File: config.mk
export PLATFORM = sky130hd
export DESIGN_NAME = cdc_line_echo
export DESIGN_NICKNAME = d
export VERILOG_FILES = /design/src/rtl/cdc_line_echo.sv
export SDC_FILE = /design/constraint.sdc
export NUM_CORES = 1
export LEC_CHECK = 0
export CORE_MARGIN = 5
export CORE_UTILIZATION = 59
export CTS_BUF_LIST = sky130_fd_sc_hd__clkbuf_16
export CTS_CLUSTER_DIAMETER = 100
export DETAILED_ROUTE_END_ITERATION = 10
export PLACE_DENSITY_LB_ADDON = 0.1
export SLEW_MARGIN = 20
export SYNTH_ARGS = -nofsm -noshare
export SYNTH_HDL_FRONTEND = slang
export SYNTH_SLANG_ARGS = --single-unit
File: constraint.sdc
create_clock -name clk_i -period 5.1 [get_ports clk_i]
set_input_delay 0.765 -clock clk_i [delete_from_list [all_inputs] [get_ports clk_i]]
set_output_delay 0.765 -clock clk_i [all_outputs]
set_load 0.05 [all_outputs]
File: src/rtl/cdc_line_echo.sv
// Line-editing echo stage: buffers bytes until CR, then replays the line followed by CR LF.
// Optional build macro CDC_ECHO_UPPERCASE_EN upper-cases a-z on the way out (stored data unchanged).
module cdc_line_echo #(
   parameter int DEPTH = 32,
   localparam int ADDR_W = $clog2(DEPTH)
) (
   input  logic              clk_i,
   input  logic              rstn_i,
   input  logic [7:0]        rx_data_i,
   input  logic              rx_valid_i,
   output logic              rx_ready_o,
   output logic [7:0]        tx_data_o,
   output logic              tx_valid_o,
   input  logic              tx_ready_i,
   output logic [ADDR_W:0]   line_len_o,
   output logic              busy_o,
   output logic              overflow_o
);

   localparam logic [7:0] CHAR_CR  = 8'h0D;
   localparam logic [7:0] CHAR_LF  = 8'h0A;
   localparam logic [7:0] CHAR_BS  = 8'h08;
   localparam logic [7:0] CHAR_DEL = 8'h7F;
   localparam logic [ADDR_W:0] FULL_LEN = (ADDR_W + 1)'(DEPTH);

   if (DEPTH < 2 || (DEPTH & (DEPTH - 1)) != 0) begin : g_depth_check
      $error("cdc_line_echo: DEPTH must be a power of 2 and >= 2");
   end

   typedef enum logic [1:0] {
      FILL    = 2'd0,
      SEND    = 2'd1,
      SEND_CR = 2'd2,
      SEND_LF = 2'd3
   } state_t;

   state_t              state_reg, state_next;
   logic [ADDR_W:0]     len_reg, len_next;
   logic [ADDR_W-1:0]   rd_ptr_reg, rd_ptr_next;
   logic [7:0]          tx_data_reg, tx_data_next;
   logic                tx_valid_reg, tx_valid_next;
   logic                overflow_reg, overflow_next;

   logic [7:0]          mem [DEPTH];
   logic [ADDR_W-1:0]   wr_ptr;
   logic [ADDR_W-1:0]   rd_addr;
   logic [7:0]          rd_byte;
   logic                wr_en;
   logic                rx_fire;
   logic                tx_fire;
   logic                last_byte;

   function automatic logic [7:0] echo_byte(input logic [7:0] b);
`ifdef CDC_ECHO_UPPERCASE_EN
      if (b >= 8'h61 && b <= 8'h7A) begin
         return b & 8'hDF;
      end
      return b;
`else
      return b;
`endif
   endfunction

   // Backspace moves the write pointer with the length, so wr_ptr is simply len mod DEPTH.
   assign wr_ptr     = len_reg[ADDR_W-1:0];
   assign rx_ready_o = (state_reg == FILL);
   assign rx_fire    = rx_valid_i && rx_ready_o;
   assign tx_fire    = tx_valid_reg && tx_ready_i;
   assign last_byte  = ({1'b0, rd_ptr_reg} == (len_reg - 1'b1));

   // Address of the byte to present after the next edge: line start on CR, else the following byte.
   assign rd_addr = (state_reg == SEND) ? (rd_ptr_reg + 1'b1) : '0;
   assign rd_byte = mem[rd_addr];

   always_comb begin
      state_next    = state_reg;
      len_next      = len_reg;
      rd_ptr_next   = rd_ptr_reg;
      tx_data_next  = tx_data_reg;
      tx_valid_next = tx_valid_reg;
      overflow_next = 1'b0;
      wr_en         = 1'b0;

      unique case (state_reg)
         FILL: begin
            if (rx_fire) begin
               if (rx_data_i == CHAR_CR) begin
                  tx_valid_next = 1'b1;
                  if (len_reg == '0) begin
                     state_next   = SEND_CR;
                     tx_data_next = CHAR_CR;
                  end else begin
                     state_next   = SEND;
                     rd_ptr_next  = '0;
                     tx_data_next = echo_byte(rd_byte);
                  end
               end else if (rx_data_i == CHAR_LF) begin
                  len_next = len_reg;
               end else if (rx_data_i == CHAR_BS || rx_data_i == CHAR_DEL) begin
                  if (len_reg != '0) begin
                     len_next = len_reg - 1'b1;
                  end
               end else if (len_reg < FULL_LEN) begin
                  wr_en    = 1'b1;
                  len_next = len_reg + 1'b1;
               end else begin
                  overflow_next = 1'b1;
               end
            end
         end
         SEND: begin
            if (tx_fire) begin
               if (last_byte) begin
                  state_next   = SEND_CR;
                  tx_data_next = CHAR_CR;
               end else begin
                  rd_ptr_next  = rd_ptr_reg + 1'b1;
                  tx_data_next = echo_byte(rd_byte);
               end
            end
         end
         SEND_CR: begin
            if (tx_fire) begin
               state_next   = SEND_LF;
               tx_data_next = CHAR_LF;
            end
         end
         SEND_LF: begin
            if (tx_fire) begin
               state_next    = FILL;
               len_next      = '0;
               rd_ptr_next   = '0;
               tx_data_next  = '0;
               tx_valid_next = 1'b0;
            end
         end
         default: begin
            state_next = FILL;
         end
      endcase
   end

   always_ff @(posedge clk_i or negedge rstn_i) begin
      if (!rstn_i) begin
         state_reg    <= FILL;
         len_reg      <= '0;
         rd_ptr_reg   <= '0;
         tx_data_reg  <= '0;
         tx_valid_reg <= 1'b0;
         overflow_reg <= 1'b0;
      end else begin
         state_reg    <= state_next;
         len_reg      <= len_next;
         rd_ptr_reg   <= rd_ptr_next;
         tx_data_reg  <= tx_data_next;
         tx_valid_reg <= tx_valid_next;
         overflow_reg <= overflow_next;
      end
   end

   // Line storage carries no reset; stale contents are unreachable once len is cleared.
   always_ff @(posedge clk_i) begin
      if (wr_en) begin
         mem[wr_ptr] <= rx_data_i;
      end
   end

   assign tx_data_o  = tx_data_reg;
   assign tx_valid_o = tx_valid_reg;
   assign line_len_o = len_reg;
   assign busy_o     = (state_reg != FILL);
   assign overflow_o = overflow_reg;

endmodule

==> results by group <==
Run status
  • Run status: complete, no violations

Placed design
  • Routability congestion estimate from global placement: 1.000
  • IO buf count: 29
  • Half-perimeter wire length of the detailed placement result: 21.60 mm

Synthesis
  • Netlist cell types: 68
  • Top post-synthesis cells by area: sky130_fd_sc_hd__edfxtp_1 63%, sky130_fd_sc_hd__dfrtp_1 4.7%, sky130_fd_sc_hd__nand2_1 3.3%, sky130_fd_sc_hd__a311oi_1 2.4%, sky130_fd_sc_hd__a211oi_1 2.3%
  • Area fraction of the dominant cell type after synthesis: 62.91%
  • Top post-synthesis cells by count: 256 x sky130_fd_sc_hd__edfxtp_1, 107 x sky130_fd_sc_hd__nand2_1, 52 x sky130_fd_sc_hd__nor2_1, 38 x sky130_fd_sc_hd__a211oi_1
  • Synthesized instance count: 892
  • Count leader, synth: sky130_fd_sc_hd__edfxtp_1
  • Sequential element share of the synthesized area: 67.62%
  • Netlist area before placement: 0.01222 mm^2
  • Synth warn: 0
  • Synthesized Nets: 914
  • Average footprint of a synthesized cell: 13.70 um^2
  • Async set-reset flop share out of synthesis: 8.244%
  • Most area-hungry cell type in the Yosys netlist: sky130_fd_sc_hd__edfxtp_1
  • Count of flip-flops with a built-in enable after synthesis: 256
  • Main flop type after synthesis: sky130_fd_sc_hd__edfxtp_1
  • Flops & latches, synth: 279

Die
  • Count of standard-cell rows: 52
  • Die outline area: 0.02369 mm^2
  • I/O pin total: 30
  • Starting density of the core: 60.20%
  • Die Span X: 153.9 um
  • Floorplan core area: 0.02030 mm^2
  • Vertical extent of the die: 153.9 um

Clocking
  • H-tree depth: 1
  • Clock latency reported for the late side of the worst-skew pair: 0.54 ns
  • Maximum root-to-sink buffer count: 3
  • TritonCTS clock tree: built
  • Total clock buffers created by CTS: 28
  • Clock transition time at the flip-flop clock pins of the worst setup and hold paths: 0.07 ns
  • Clock Sinks: 279
  • Post-CTS Hold Buffers: 0
  • Post-CTS sizing: 0
  • CTS root buffer: sky130_fd_sc_hd__clkbuf_16
  • Post-CTS Setup Inserts: 0

Setup path
  • Critical path endpoint category: register
  • Largest driver fanout on the critical path: 46
  • Worst setup slack for register-to-register paths: 1.52 ns
  • Crit start category: register
  • Signal arrival time at the worst endpoint: 3.98 ns
  • Critical path data required time: 5.51 ns
  • Start-to-end type of the worst setup path: register to register

Final layout
  • Fraction of final layout cells with drive strength greater than 1: 11.93%
  • Total inserted antenna cells: 0
  • Largest Register: mem
  • Final net count: 940
  • Synthesis-to-layout area growth: 13.06%
  • Number of flip-flops under the largest register name: 256

STA
  • Max Fclk: 279.4 MHz
  • Final hold viol count: 0
  • Minimum clock period: 3.579 ns
  • Number of pins with negative max-slew slack in the final report: 0
  • Worst relative slew slack: 24.88%
  • Period Utilization, post-route: 70.17%
  • Setup repair after global routing missed its margin: false
  • Slew of the pin with the lowest slew margin: 1.120 ns
  • Min Hold Slack: 0.5575 ns
  • Layout Skew: 0.01379 ns
  • Setup-failing EPs final: 0
  • Setup Total Neg Slack: 0 ns

Global routing
  • Initial antenna violation count: 0
  • All-Layer GR Usage: 27.73%
  • Global route overflow: 0
  • Global-route wire length before repair: 49.45 mm
  • Largest net degree at the start of global routing: 48
  • Number of global-route vias before repair: 8027

Route
  • Total wire length after detailed routing: 33.35 mm
  • Antenna violation net count after detailed routing: 0
  • Post-route DRC: 0
  • Via count: 8102
  • Detailed-routing iteration count for the pre-antenna-repair pass: 6
  • Initial detailed-routing violation count: 1084
  • WL/cell: 27.58 um
  • Avg Vias per Cell: 6.701

Hold path
  • HP Class: register to register

Pwr
  • Peak supply drop: 0.3367 mV
  • Static leakage: 4.592 nW
  • Ratio of total power to cell area: 348.9 mW/mm^2

Job
  • Number of max-cap violations: 0
## where the power goes
group	total, mW	leakage [nW]	internal [mW]	switching [mW]
combinational	0.0984	1.48	0.0254	0.0730
sequential	2.50	2.59	2.50	0.00613
clock	2.22	0.515	1.38	0.838
total	4.82	4.59	3.90	0.917
## stage by stage
stage          total power, mW  instance area [um^2]  setup WS [ns]  std cells  util, %
3_3_place_gp             2.648                 12800          1.243       1158    63.07
5_1_grt                  4.944                 13820          1.403       1209    68.07
6_report                 4.821                 13820          1.521       1209    68.07
4_1_cts                  4.836                 13820          1.647       1209    68.06
2_1_floorplan            2.574                 12220          2.135        892        -
3_5_place_dp             2.650                 12800          1.117       1158    63.07
## path summary, 6_finish.rpt
path                                 end  cells after the start     startpoint
setup / recovery            tx_data_o[3]                      6  rd_ptr_reg[0]
hold reg to reg             tx_data_o[5]                      2   tx_data_o[5]
setup reg to reg            tx_data_o[3]                      6  rd_ptr_reg[0]
hold / removal              tx_data_o[5]                      2   tx_data_o[5]
max in group asynchronous  rd_ptr_reg[0]                      2         rstn_i
min in group asynchronous   state_reg[0]                      2         rstn_i
## cells by family after synthesis
family                   after synthesis  share of synthesized area (%)
AND/OR/NAND/NOR                      281                          11.34
flip-flops                           279                          67.62
AO/OA/AOI/OAI                        195                          12.26
buffers and inverters                 66                          2.171
multiplexers                          53                          5.017
adder cells (fa/ha/maj)               10                          1.024
XOR/XNOR                               8                         0.5734
## cells in the final DEF (no fill, tap or decap), drive strengths merged, types with 4 or more instances in the layout
master           n
edfxtp         256
nand2          107
nor2            52
a211oi          38
a311oi          34
clkbuf          29
clkdlybuf4s50   29
mux2i           29
nor2b           27
a21oi           25
dfrtp           23
buf             22
and2            22
mux2            20
nor3            19
o22ai           15
o21ai           14
inv             13
clkinv          13
a22oi           11
ha              10
nand3            9
nand2b           8
nor4             8
bufinv           7
or3              7
nand3b           6
o211ai           5
xor2             5
nand4            5
o31ai            5
and3             4
a31oi            4
o41ai            4
a221oi           4
mux4             4
## worst max-delay path, stage by stage (launching register included)
cell and delay, ns:
sky130_fd_sc_hd__dfrtp_2 0.37, sky130_fd_sc_hd__buf_4 0.48, sky130_fd_sc_hd__clkinv_1 1.05, sky130_fd_sc_hd__nand2_1 0.60
sky130_fd_sc_hd__o22ai_1 0.14, sky130_fd_sc_hd__o311ai_0 0.60, sky130_fd_sc_hd__a31oi_1 0.16
## layout make-up
cell class | instances | area, um^2
Tap cell | 270 | 337.8
Clock buffer | 29 | 725.7
Sequential cell | 279 | 8264
Inverter | 11 | 41.29
Fill cell | 1403 | 6482
Timing Repair Buffer | 51 | 455.4
Multi-Input combinational cell | 547 | 3706
Clock inverter | 22 | 286.5
## routing by layer
metal,wire [um],share of wire (%),vias up,global-route usage [%]
li1,-,-,3526,-
met1,12620,38,3961,37.82
met2,15320,46,523,43.53
met3,3778,11,92,6.464
met4,1626,4.9,0,11.31
met5,0,0,-,0
(Power assumes the default switching activity.)
